$ cat config.mk
export PLATFORM = sky130hd
export DESIGN_NAME = rst_seq
export DESIGN_NICKNAME = d
export VERILOG_FILES = /design/src/rtl/rst_seq.sv
export SDC_FILE = /design/constraint.sdc
export NUM_CORES = 1
export LEC_CHECK = 0
export BUFFER_PORTS_ARGS = -buffer_cell sky130_fd_sc_hd__buf_2
export CAP_MARGIN = 20
export CORE_UTILIZATION = 59
export DETAILED_ROUTE_END_ITERATION = 10
export PLACE_DENSITY = 0.76
export SYNTH_ARGS = -nofsm -noshare
export SYNTH_HDL_FRONTEND = slang
export SYNTH_SLANG_ARGS = --single-unit
$ cat constraint.sdc
create_clock -name SYS_CLK_I -period 2.3 [get_ports SYS_CLK_I]
set_clock_uncertainty 0.05 [all_clocks]
set_input_delay 0.46 -clock SYS_CLK_I [delete_from_list [all_inputs] [get_ports SYS_CLK_I]]
set_output_delay 0.46 -clock SYS_CLK_I [all_outputs]
set_load 0.02 [all_outputs]
$ cat src/rtl/rst_seq.sv
// rst_seq: releases C_STAGE_NUM reset domains in order, with a hold time, inter-stage gaps and optional ack waits.
// Optional feature: define RST_SEQ_ACK_LOSS_EN to restart the sequence when a masked ack drops while in DONE.
module rst_seq #(
   parameter int unsigned C_STAGE_NUM    = 4,
   parameter int unsigned C_HOLD_CLK_NUM = 16,
   parameter int unsigned C_GAP_CLK_NUM  = 8,
   parameter logic [7:0]  C_ACK_MASK     = 8'h00,
   parameter int unsigned C_ACK_TIMEOUT  = 65535
) (
   input  logic                   SYS_CLK_I,
   input  logic                   SYS_RSTN_I,
   input  logic                   RST_REQ_I,
   input  logic [C_STAGE_NUM-1:0] STAGE_ACK_I,
   output logic [C_STAGE_NUM-1:0] STAGE_RSTN_O,
   output logic                   SEQ_BUSY_O,
   output logic                   SEQ_DONE_O,
   output logic [2:0]             STAGE_IDX_O,
   output logic                   TIMEOUT_O,
   output logic                   ACK_LOST_O
);

   typedef enum logic [2:0] {S_HOLD, S_REL, S_WAIT_ACK, S_GAP, S_DONE} state_t;

   localparam logic [C_STAGE_NUM-1:0] MASK_N    = C_ACK_MASK[C_STAGE_NUM-1:0];
   localparam logic [19:0]            HOLD_LAST = 20'(C_HOLD_CLK_NUM - 1);
   localparam logic [19:0]            GAP_LAST  = 20'((C_GAP_CLK_NUM == 0) ? 0 : C_GAP_CLK_NUM - 1);
   localparam logic [19:0]            TO_LAST   = 20'(C_ACK_TIMEOUT - 1);
   localparam logic [2:0]             IDX_LAST  = 3'(C_STAGE_NUM - 1);

   state_t                   state_q;
   logic [19:0]              cnt_q;
   logic [19:0]              cnt_d;
   logic [2:0]               idx_q;
   logic [C_STAGE_NUM-1:0]   rstn_q;
   logic                     busy_q;
   logic                     done_q;
   logic                     timeout_q;
   logic                     ack_lost_q;
   logic [C_STAGE_NUM-1:0]   ack_s1_q;
   logic [C_STAGE_NUM-1:0]   ack_s2_q;
   logic [C_STAGE_NUM-1:0]   sel_d;
   logic                     ack_cur_d;
   logic                     mask_cur_d;
   logic                     ack_loss_d;

   assign cnt_d = cnt_q + 20'd1;

   always_comb begin
      sel_d = '0;
      for (int i = 0; i < int'(C_STAGE_NUM); i++) begin
         sel_d[i] = (idx_q == 3'(i));
      end
   end

   assign ack_cur_d  = |(ack_s2_q & sel_d);
   assign mask_cur_d = |(MASK_N & sel_d);

`ifdef RST_SEQ_ACK_LOSS_EN
   assign ack_loss_d = (state_q == S_DONE) && ((ack_s2_q & MASK_N) != MASK_N);
`else
   assign ack_loss_d = 1'b0;
`endif

   // Two-flop synchroniser for the possibly asynchronous per-stage acks.
   always_ff @(posedge SYS_CLK_I) begin
      if (!SYS_RSTN_I) begin
         ack_s1_q <= '0;
         ack_s2_q <= '0;
      end else begin
         ack_s1_q <= STAGE_ACK_I;
         ack_s2_q <= ack_s1_q;
      end
   end

   always_ff @(posedge SYS_CLK_I) begin
      if (!SYS_RSTN_I) begin
         state_q    <= S_HOLD;
         cnt_q      <= '0;
         idx_q      <= '0;
         rstn_q     <= '0;
         busy_q     <= 1'b1;
         done_q     <= 1'b0;
         timeout_q  <= 1'b0;
         ack_lost_q <= 1'b0;
      end else if (RST_REQ_I || ack_loss_d) begin
         state_q    <= S_HOLD;
         cnt_q      <= '0;
         idx_q      <= '0;
         rstn_q     <= '0;
         busy_q     <= 1'b1;
         done_q     <= 1'b0;
         timeout_q  <= 1'b0;
         ack_lost_q <= ack_loss_d;
      end else begin
         case (state_q)
            S_HOLD: begin
               busy_q <= 1'b1;
               done_q <= 1'b0;
               if (cnt_q == HOLD_LAST) begin
                  state_q <= S_REL;
                  cnt_q   <= '0;
                  idx_q   <= '0;
               end else begin
                  cnt_q <= cnt_d;
               end
            end
            // The last stage has no successor, so it skips the gap.
            S_REL: begin
               rstn_q <= rstn_q | sel_d;
               cnt_q  <= '0;
               if (mask_cur_d)
                  state_q <= S_WAIT_ACK;
               else if (idx_q == IDX_LAST)
                  state_q <= S_DONE;
               else
                  state_q <= S_GAP;
            end
            S_WAIT_ACK: begin
               if (ack_cur_d) begin
                  cnt_q   <= '0;
                  state_q <= (idx_q == IDX_LAST) ? S_DONE : S_GAP;
               end else if (cnt_q == TO_LAST) begin
                  timeout_q <= 1'b1;
                  rstn_q    <= '0;
                  cnt_q     <= '0;
                  idx_q     <= '0;
                  state_q   <= S_HOLD;
               end else begin
                  cnt_q <= cnt_d;
               end
            end
            S_GAP: begin
               if (cnt_q == GAP_LAST) begin
                  cnt_q   <= '0;
                  idx_q   <= idx_q + 3'd1;
                  state_q <= S_REL;
               end else begin
                  cnt_q <= cnt_d;
               end
            end
            S_DONE: begin
               rstn_q <= '1;
               busy_q <= 1'b0;
               done_q <= 1'b1;
            end
            default: state_q <= S_HOLD;
         endcase
      end
   end

   assign STAGE_RSTN_O = rstn_q;
   assign SEQ_BUSY_O   = busy_q;
   assign SEQ_DONE_O   = done_q;
   assign STAGE_IDX_O  = idx_q;
   assign TIMEOUT_O    = timeout_q;
   assign ACK_LOST_O   = ack_lost_q;

endmodule
# --- Word-level counts from Yosys, hierarchy flattened ---
# Index checks and enable logic that the tools add are counted.
word_totals:
  mem_count: 0
  latch_bits: 0
  rom_bits: 0
  wordCells: 63
  ram_bits: 0
  register_bits: 41
classes:
  n_lt_le_gt_ge: 0
  reduce_logical: 12
  eq_ne: 15
  div_mod_pow: 0
  shift: 0
  mul: 0
  n_bitwise: 5
  addsub: 2
  n_mux: 20
ops:
  columns: ["op", "n"]
  rows:
  - ["$mux W20", 4]
  - ["$pmux W20 S4", 1]
  - ["$mux W3", 8]
  - ["$add A20 B1 Y20 const B", 1]
  - ["$eq A20 B16 Y1 const B", 1]
  - ["$eq A20 B3 Y1 const B", 1]
  - ["$eq A20 B4 Y1 const B", 1]
  - ["$pmux W3 S5", 1]
  - ["$eq A3 B2 Y1 const B", 4]
  - ["$pmux W4 S3", 1]
  - ["$pmux W3 S3", 1]
  - ["$mux W4", 2]
  - ["$ne A2 B2 Y1 const B", 4]
  - ["$eq A3 B1 Y1 const B", 2]
  - ["$logic_not A3 Y1", 2]
  - ["$reduce_and A3 Y1", 2]
  - ["$reduce_bool A3 Y1", 2]
  - ["$reduce_and A5 Y1", 1]
  - ["$and A4 B4 Y4", 1]
  - ["$or A4 B4 Y4", 1]
  - ["$pmux W1 S2", 2]
  - ["$reduce_and A4 Y1", 1]
  - ["$reduce_bool A4 Y1", 1]
  - ["$reduce_or A4 Y1", 1]
  - ["other kinds (6)", 8]

# --- Logic depth before layout (Yosys ltp) ---
# Gate-level depths: netlist of the first run.
depth:
  depth_word: 5
  mapped_depth: 9

# --- Worst setup path before layout of the first run ---
# No wires, ideal clock.
synth_timing:
  path_type: "register to register"
  startpoint: "reg idx_q[0], in the netlist STAGE_IDX_O[0]"
  endpoint: "reg cnt_q[12]"
  required_ns: 2.188
  setup_time_ns: 0.062
  path_stages_with_launch: 9
  n_path_buf: 0
  slack_ns: -0.029
  arrival_time_ns: 2.216
  path_cell_list: "dfxtp_1 > inv_1 > ha_1 > a22oi_1 > o2111ai_1 > o21bai_1 > o311a_2 > or4_2 > nand3_1"
synth_between:
  elab_chain_len: 5
  elab_cells_between_ends: 8
  cone_classes: "eq/ne: 3; mux: 2; bitwise: 1; reduce/logical: 2"
synth_lines:
  columns: ["element", "line_no", "text"]
  rows:
  - ["start: declaration", "33", "logic [2:0] idx_q;"]
  - ["start signal: assignment", "135", "idx_q <= idx_q + 3'd1;"]
  - ["$eq A3 B1 Y1, or another cell as far along", "51", "sel_d[i] = (idx_q == 3'(i));"]
  - ["$and A4 B4 Y4 (*)", "55", "assign ack_cur_d = |(ack_s2_q & sel_d);"]
  - ["$reduce_or A4 Y1 (*)", "55", null]
  - ["$mux W20 (*)", "119", "if (ack_cur_d) begin"]
  - ["$pmux W20 S4 (*)", "95", "case (state_q)"]
  - ["end signal: assignment", "104", "cnt_q <= cnt_d;"]
  - ["end signal: assignment", "129", "cnt_q <= cnt_d;"]
  - ["end signal: assignment", "138", "cnt_q <= cnt_d;"]
  - ["end: declaration", "31", "logic [19:0] cnt_q;"]
# Mark *: on every way between the ends. The rest lies on a longest branch, timed or not.
# A chain may end at the register's enable or synchronous reset.

# --- Worst setup path in the final report of the first run ---
# Same ends and word-level chain as after synthesis.

==> results.py, run 1 <==
metrics = {
    "global_routing": {
        "grt_pass1_wl_um": 7490,
        "track_usage": 0.275,
        "first_global_vias": 1648,
        "grt_max_degree": 21,
        "overflow": 0,
        "antenna_found_initial": 0,
    },
    "cts": {
        "clkSinkCount": 41,
        "cts_tree": "yes",
        "clock_latency_ps": 360,
        "cts_buffers": 5,
        "cts.path.max_buffers": 2,
        "clock-root-buffer": "clkbuf_4",
        "clkTransAtPathRegs_ps": 130,
        "cts.htree.levels": 2,
    },
    "drt": {
        "drtIter0Drc": 121,
        "first_pass_iters": 5,
        "dr_total_vias": 1904,
        "drc": 0,
        "routed_via_density": 5.80,
        "wl_per_cell_um": 14.2,
        "wirelength_um": 4640,
        "postRouteAntennaNets": 0,
    },
    "finish": {
        "drive_gt1_frac": 0.220,
        "fin_util": 0.730,
        "syn2layout_area_growth_pct": 17.2,
        "nFillCells": 282,
        "final_net_count": 295,
        "insertedDiodeCount": 0,
    },
    "sta": {
        "hold_viol_final": 0,
        "slew_viol_final": 0,
        "fin_crit_sh": 0.947,
        "setup_viol": 0,
        "holdWs_ps": 249,
        "setup_ws_ps": 123,
        "fin_crit_ps": 2180,
        "max_freq_mhz": 459,
        "fin_setup_tns_ps": 0,
        "rsz0062_at_grt": "false",
    },
    "synthesis": {
        "synth_seq_area_share": 0.392,
        "syn_nets": 264,
        "synth_top_cell_area_share": 0.392,
        "ys_seq_elements": 41,
        "avgSynthCellArea_um2": 8.38,
        "synth.largest_area_cell": "dfxtp_1",
        "synth.cell_area_mm2": 0.00210,
        "synth_area_leaders": "dfxtp_1, nand2_1, ha_1",
        "synthCells": 250,
        "synth-warning-count": 0,
        "ys_types": 49,
    },
    "die": {
        "rows": 21,
        "io_pins": 18,
        "die_area_mm2": 0.00379,
        "fp.dieW_um": 61.6,
        "dieHeight_um": 61.6,
        "fp.coreArea_mm2": 0.00336,
        "initial_core_util": 0.623,
    },
    "run_status": {
        "outcome": "completed",
    },
    "hold_path": {
        "hold_path_class": "primary input to register",
    },
    "placement": {
        "numPortBuffers": 16,
        "place_congestion": 0.910,
        "dp_slack_ps": 57.3,
        "dp_hpwl_um": 3500,
    },
    "pwr": {
        "ir_drop_mv": 0.438,
        "leakage_nw": 0.909,
        "power.density_mw_per_mm2": 553,
    },
    "setup_path": {
        "critPathArrivalTime_ps": 2440,
        "required_ps": 2560,
        "path_class": "register to register",
        "critPathMaxFanout": 11,
        "worstSetupEndpointType": "register",
        "critPathLaunchType": "register",
    },
    "run": {
        "drv_cap": 0,
    },
}
-- power by group --
part	switching (mW)	internal, mW
Sequential	0.00418	0.717
Clock	0.257	0.342
Combinational	0.0230	0.0153
-- layout by cell type (no fill, tap or decap), types with 3 or more instances in the layout --
cell,n
dfxtp_1,39
nand2_1,29
nor2_1,22
buf_4,19
a21oi_1,17
buf_2,16
nand3_1,15
nor3_1,10
or3_1,10
and2_1,9
inv_1,8
o211ai_1,6
nand4_1,6
a31oi_1,6
xor2_1,6
ha_1,6
nand2b_1,5
o21ai_0,5
clkbuf_4,5
nor4_2,3
-- critical path, cell delays in order, from the launching register on --
cell,delay [ps]
dfxtp_4,390
inv_1,60
ha_1,220
a22oi_2,190
o2111ai_1,140
o21bai_2,230
o311a_4,170
or4_2,610
nand3_1,80
-- per-layer routing --
layer	vias to the layer above	global-route usage	wire, um
met5	-	0	0
met4	0	0.0730	53
met3	7	0.0567	290
met2	59	0.433	2110
met1	884	0.385	2190
li1	954	-	-
-- area by class of cell --
type / instances / area [um^2] / share of cell area
flip-flops and latches: 41 / 826 / 0.336
repair buffers: 35 / 223 / 0.0907
inverters: 8 / 30.0 / 0.0122
clock buffers: 5 / 37.5 / 0.0153
well taps: 46 / 57.6 / 0.0234
multi-input cells: 190 / 1210 / 0.494
clock inverters: 3 / 68.8 / 0.0280
-- final timing paths --
check / startpoint / slack, ps / depth (start not counted) / end
setup / recovery: STAGE_IDX_O[0] / 120 / 8 / cnt_q[12]
hold reg to reg: ack_s1_q[3] / 410 / 1 / ack_s2_q[3]
hold / removal: STAGE_ACK_I[2] / 250 / 2 / ack_s1_q[2]
setup reg to reg: STAGE_IDX_O[0] / 120 / 8 / cnt_q[12]
-- cells in the mapped netlist, drive strengths merged --
cell type and instances:
inv 8, conb 1, nand4b 1, and2 9
and3 2, nor2b 2, o32ai 1, nor3b 1
nor4 4, nand3 16, nand2 29, buf 3
clkbuf 8, a22oi 2, nor3 10, o31ai 3
xor2 6, a21oi 17, or2 2, nor2 22
nand4 7, or4 1, a21o 1, dfxtp 41
o22ai 1, o311a 1, o21ai 5, o21bai 1
and4 3, a31oi 6, ha 7, or3 10
xnor2 2, a21bo 1, a211o 1, a31o 1
o2111ai 2, o211ai 6, nand3b 1, nand2b 5
-- what timing repair did --
item / 4_1_cts / 5_1_grt
gates resized for setup: 0 / 6
setup buffers: 0 / 1
setup endpoints to repair: 0 / 6
hold buffers: 0 / 0
-- logic make-up after synthesis --
kind of cell | count (synthesis) | synth area share
and+or+nand+nor | 125 | 0.326
adders and majority gates | 7 | 0.0418
DFF | 41 | 0.392
other | 1 | 0.00179
xor gates and xnor gates | 8 | 0.0334
AOI/OAI and AO/OA | 49 | 0.166
buffers and inverters | 19 | 0.0394
-- sequential cells by signal, indices dropped and copies added, names as in the netlist --
register and count:
state_q 3, SEQ_BUSY_O 1, TIMEOUT_O 1, SEQ_DONE_O 1, cnt_q 20, ack_s2_q 4
STAGE_IDX_O 3, STAGE_RSTN_O 4, ack_s1_q 4
-- stage by stage --
step | area [um^2] | std cells | total power [mW]
2_1_floorplan | 2100 | 250 | 0.761
3_3_place_gp | 2320 | 319 | 0.775
3_5_place_dp | 2320 | 319 | 0.777
4_1_cts | 2420 | 327 | 1.37
5_1_grt | 2460 | 328 | 1.40
6_report | 2460 | 328 | 1.36
Power figures use the tool's default switching activity.
==> run 2, diff against run 1 <==
--- a/config.mk
+++ b/config.mk
@@ -6,10 +6,10 @@
 export NUM_CORES = 1
 export LEC_CHECK = 0
 export BUFFER_PORTS_ARGS = -buffer_cell sky130_fd_sc_hd__buf_2
-export CAP_MARGIN = 20
 export CORE_UTILIZATION = 59
 export DETAILED_ROUTE_END_ITERATION = 10
 export PLACE_DENSITY = 0.76
+export RECOVER_POWER = 50
 export SYNTH_ARGS = -nofsm -noshare
 export SYNTH_HDL_FRONTEND = slang
 export SYNTH_SLANG_ARGS = --single-unit
==> results.py, run 2 (synthesized netlist as in run 1, its figures left out) <==
metrics = {
    "die": {
        "dieHeight_um": 61.6,
        "io_pins": 18,
        "fp.dieW_um": 61.6,
        "die_area_mm2": 0.00379,
        "rows": 21,
        "fp.coreArea_mm2": 0.00336,
        "initial_core_util": 0.623,
    },
    "placement": {
        "dp.cells": 319,
        "numPortBuffers": 16,
        "place_area_mm2": 0.00232,
        "place_congestion": 0.910,
        "dp_hpwl_um": 3500,
        "dp_slack_ps": 57.3,
    },
    "finish": {
        "stdcell_area_mm2": 0.00244,
        "fin_cells": 328,
        "drive_gt1_frac": 0.188,
        "layout_commonest_cell": "dfxtp_1",
        "final_net_count": 295,
        "largest_reg_flops": 20,
        "mostFrequentLayoutCells": "dfxtp_1, nand2_1, nor2_1",
        "largest_register": "cnt_q",
        "syn2layout_area_growth_pct": 16.7,
        "insertedDiodeCount": 0,
        "fin_util": 0.727,
    },
    "drt": {
        "routed_via_density": 5.82,
        "wl_per_cell_um": 14.2,
        "wirelength_um": 4670,
        "dr_total_vias": 1909,
        "postRouteAntennaNets": 0,
        "first_pass_iters": 4,
        "drtIter0Drc": 118,
        "drc": 0,
    },
    "sta": {
        "setup_viol": 0,
        "fin_setup_tns_ps": 0,
        "fin_crit_sh": 0.947,
        "hold_viol_final": 0,
        "fin_crit_ps": 2180,
        "rsz0062_at_grt": "false",
        "slew_viol_final": 0,
        "holdWs_ps": 249,
        "setup_ws_ps": 121,
        "max_freq_mhz": 459,
    },
    "setup_path": {
        "critPathArrivalTime_ps": 2440,
        "cp_slowest_cell": "or4_2",
        "path_delay_family": "compound AO/OA/AOI/OAI gates",
        "critPathLaunchType": "register",
        "cp_slowest_stage_delay_ps": 610,
        "crit_chain": "inv_1, ha_1, a22oi_2, o2111ai_1, o21bai_2, o311a_4, or4_2, nand3_1",
        "path_class": "register to register",
        "worstSetupEndpointType": "register",
        "required_ps": 2560,
        "path_buf_inv": 1,
        "critPathMaxFanout": 11,
    },
    "cts": {
        "hold_buffers": 0,
        "clock_latency_ps": 350,
        "cts.path.max_buffers": 2,
        "clock-root-buffer": "clkbuf_4",
        "clkTransAtPathRegs_ps": 130,
        "cts_tree": "yes",
        "cts_buffers": 5,
        "clkSinkCount": 41,
        "cts.htree.levels": 2,
    },
    "pwr": {
        "power_mw": 1.36,
        "power.density_mw_per_mm2": 556,
        "leakage_nw": 0.870,
        "ir_drop_mv": 0.440,
    },
    "global_routing": {
        "overflow": 0,
        "grt_max_degree": 21,
        "antenna_found_initial": 0,
        "grt_pass1_wl_um": 7490,
        "first_global_vias": 1648,
        "track_usage": 0.275,
    },
    "run_status": {
        "outcome": "completed",
    },
    "run": {
        "drv_cap": 0,
    },
    "hold_path": {
        "hold_path_class": "primary input to register",
    },
}
run 2: changes by cell type in the layout (fill, tap and decap cells not counted), sizes merged:
cell	change
clkbuf	+9
buf	-9
run 2: area by class of cell:
type / instances / area, um^2
Sequential cell: 41 / 826
Timing Repair Buffer: 35 / 211
Clock buffer: 5 / 37.5
Fill cell: 279 / 918
Tap cell: 46 / 57.6
Clock inverter: 3 / 68.8
Multi-Input combinational cell: 190 / 1210
Inverter: 8 / 30.0
run 2: timing repair:
item,4_1_cts,5_1_grt
resized for setup,0,6
buffers inserted,0,1
endpoints found under the setup margin,0,6
run 2: path summary, 6_finish.rpt:
path,startpoint,to,slack (ps),cells after the start
worst max-delay path,STAGE_IDX_O[0],cnt_q[12],120,8
worst min-delay path,STAGE_ACK_I[2],ack_s1_q[2],250,2
worst max register to register,STAGE_IDX_O[0],cnt_q[12],120,8
worst min register to register,ack_s1_q[3],ack_s2_q[3],420,1
run 2: where the power goes:
group	switching [mW]	internal, mW
registers	0.00416	0.717
clock network	0.257	0.342
logic	0.0232	0.0147
run 2: layer usage:
| layer | up-vias | track usage | share of wire |
|---|---|---|---|
| met5 | - | 0 | 0 |
| met1 | 895 | 0.385 | 0.48 |
| met3 | 6 | 0.0567 | 0.046 |
| met4 | 0 | 0.0730 | 0.0096 |
| met2 | 53 | 0.433 | 0.46 |
| li1 | 955 | - | - |
run 2: worst reg2reg max path, delay by kind of cell, from the launching register on:
kind,cells,cell delay (ps)
flip-flops,1,390
adder cells (fa/ha/maj),1,220
AO/OA/AOI/OAI,4,730
AND/OR/NAND/NOR,2,690
buffers and inverters,1,60
==> run 3, diff against run 2 <==
--- a/config.mk
+++ b/config.mk
@@ -10,6 +10,7 @@
 export DETAILED_ROUTE_END_ITERATION = 10
 export PLACE_DENSITY = 0.76
 export RECOVER_POWER = 50
+export REMOVE_ABC_BUFFERS = 1
 export SYNTH_ARGS = -nofsm -noshare
 export SYNTH_HDL_FRONTEND = slang
 export SYNTH_SLANG_ARGS = --single-unit
==> results.py, run 3 (synthesized netlist as in run 1, its figures left out) <==
metrics = {
    "run_status": {
        "outcome": "completed",
    },
    "setup_path": {
        "critPathArrivalTime_ps": 2420,
        "required_ps": 2530,
        "critPathLaunchType": "register",
        "path_class": "register to register",
        "crit_chain": "nor4_2, nand4_4, o31ai_1, o2111ai_4, or3_1, a21oi_1",
        "critPathMaxFanout": 6,
        "cp_slowest_cell": "nor4_2",
        "cp_slowest_stage_delay_ps": 400,
        "worstSetupEndpointType": "register",
    },
    "sta": {
        "fin_crit_sh": 0.950,
        "fin_crit_ps": 2190,
        "slew_viol_final": 0,
        "setup_ws_ps": 115,
        "max_freq_mhz": 458,
        "hold_viol_final": 0,
        "rsz0062_at_grt": "false",
        "setup_viol": 0,
    },
    "drt": {
        "routed_via_density": 5.81,
        "drtIter0Drc": 112,
        "drc": 0,
        "wl_per_cell_um": 14.4,
        "first_pass_iters": 4,
        "wirelength_um": 4720,
        "dr_total_vias": 1901,
        "postRouteAntennaNets": 0,
    },
    "finish": {
        "largest_register": "cnt_q",
        "final_net_count": 294,
        "multi_input_area_mm2": 0.00125,
        "largest_reg_flops": 20,
        "ff_latch_area_um2": 826,
        "insertedDiodeCount": 0,
        "mostFrequentLayoutCells": "dfxtp_1, nand2_1, nor2_1",
        "drive_gt1_frac": 0.185,
        "syn2layout_area_growth_pct": 17.1,
        "layout_commonest_cell": "dfxtp_1",
        "nFillCells": 278,
    },
    "pwr": {
        "power.density_mw_per_mm2": 515,
        "p_int_mw": 0.990,
        "power_mw": 1.26,
        "p_comb_frac": 0.030,
        "seq_power_share": 0.570,
        "leakage_nw": 0.862,
        "p_clk_frac": 0.400,
        "ir_drop_mv": 0.394,
        "p_switching_mw": 0.275,
        "switching_share": 0.217,
    },
    "die": {
        "initial_core_util": 0.623,
        "die_area_mm2": 0.00379,
        "rows": 21,
        "dieHeight_um": 61.6,
        "fp.dieW_um": 61.6,
        "fp.coreArea_mm2": 0.00336,
        "io_pins": 18,
    },
    "placement": {
        "numPortBuffers": 16,
        "dp_hpwl_um": 3360,
        "place_congestion": 0.858,
        "dp_slack_ps": -19.2,
    },
    "cts": {
        "cts.path.max_buffers": 2,
        "cts_buffers": 5,
        "clkTransAtPathRegs_ps": 110,
        "clock-root-buffer": "clkbuf_4",
        "clock_latency_ps": 370,
        "cts_tree": "yes",
        "clkSinkCount": 41,
        "cts.htree.levels": 2,
    },
    "global_routing": {
        "grt_pass1_wl_um": 7510,
        "antenna_found_initial": 0,
        "first_global_vias": 1588,
        "overflow": 0,
        "grt_max_degree": 24,
        "track_usage": 0.276,
    },
    "hold_path": {
        "hold_path_class": "primary input to register",
    },
    "run": {
        "drv_cap": 0,
    },
}
[run 3: worst paths after layout]
kind / from / to / slack [ps] / depth (start not counted)
worst max register to register: cnt_q[5] / STAGE_IDX_O[0] / 110 / 6
worst max-delay path: cnt_q[5] / STAGE_IDX_O[0] / 110 / 6
worst min-delay path: STAGE_ACK_I[3] / ack_s1_q[3] / 250 / 2
worst min register to register: ack_s1_q[3] / ack_s2_q[3] / 400 / 1
[run 3: worst max-delay path: cells and delay by family (launching register included)]
kind | cells | cell delay [ps]
AO/OA/AOI/OAI | 3 | 780
flip-flops | 1 | 350
AND/OR/NAND/NOR | 3 | 930
[run 3: layout make-up]
type                    instances  area share
clock buffers                   6      0.0209
clock inverters                 2      0.0153
inverters                       8      0.0122
multi-input cells             190       0.509
flip-flops and latches         41       0.336
well taps                      46      0.0234
repair buffers                 34      0.0826
[run 3: power by group through the flow]
stage	registers (mW)	logic [mW]	clock network, mW
floorplan	0.736	0.0215	0
CTS	0.721	0.0378	0.514
global placement	0.737	0.0371	0
detailed placement	0.738	0.0375	0
finish	0.720	0.0384	0.506
global route	0.722	0.0430	0.544
[run 3: what timing repair did]
item / CTS / global route
buffers inserted: 0 / 2
setup endpoints to repair: 3 / 13
pin swaps: 0 / 5
hold buffers: 0 / 0
gates resized for setup: 2 / 11
[run 3: routing by layer]
metal,track usage,vias to the layer above,share of wire
li1,-,958,-
met1,0.389,878,0.48
met2,0.398,59,0.44
met3,0.0966,6,0.065
met4,0.0794,0,0.011
met5,0,-,0
[run 3: through the flow]
stage                     utilization  area [um^2]  std cells  hold slack (ps)  TNS (ps)
final                           0.730         2450        327              248         0
after global routing            0.730         2450        327              230         0
after CTS                       0.712         2400        325              236         0
after detailed placement        0.684         2300        317              369     -23.2
after global placement          0.684         2300        317              367         0
after floorplan                     -         2040        239              362     -82.6
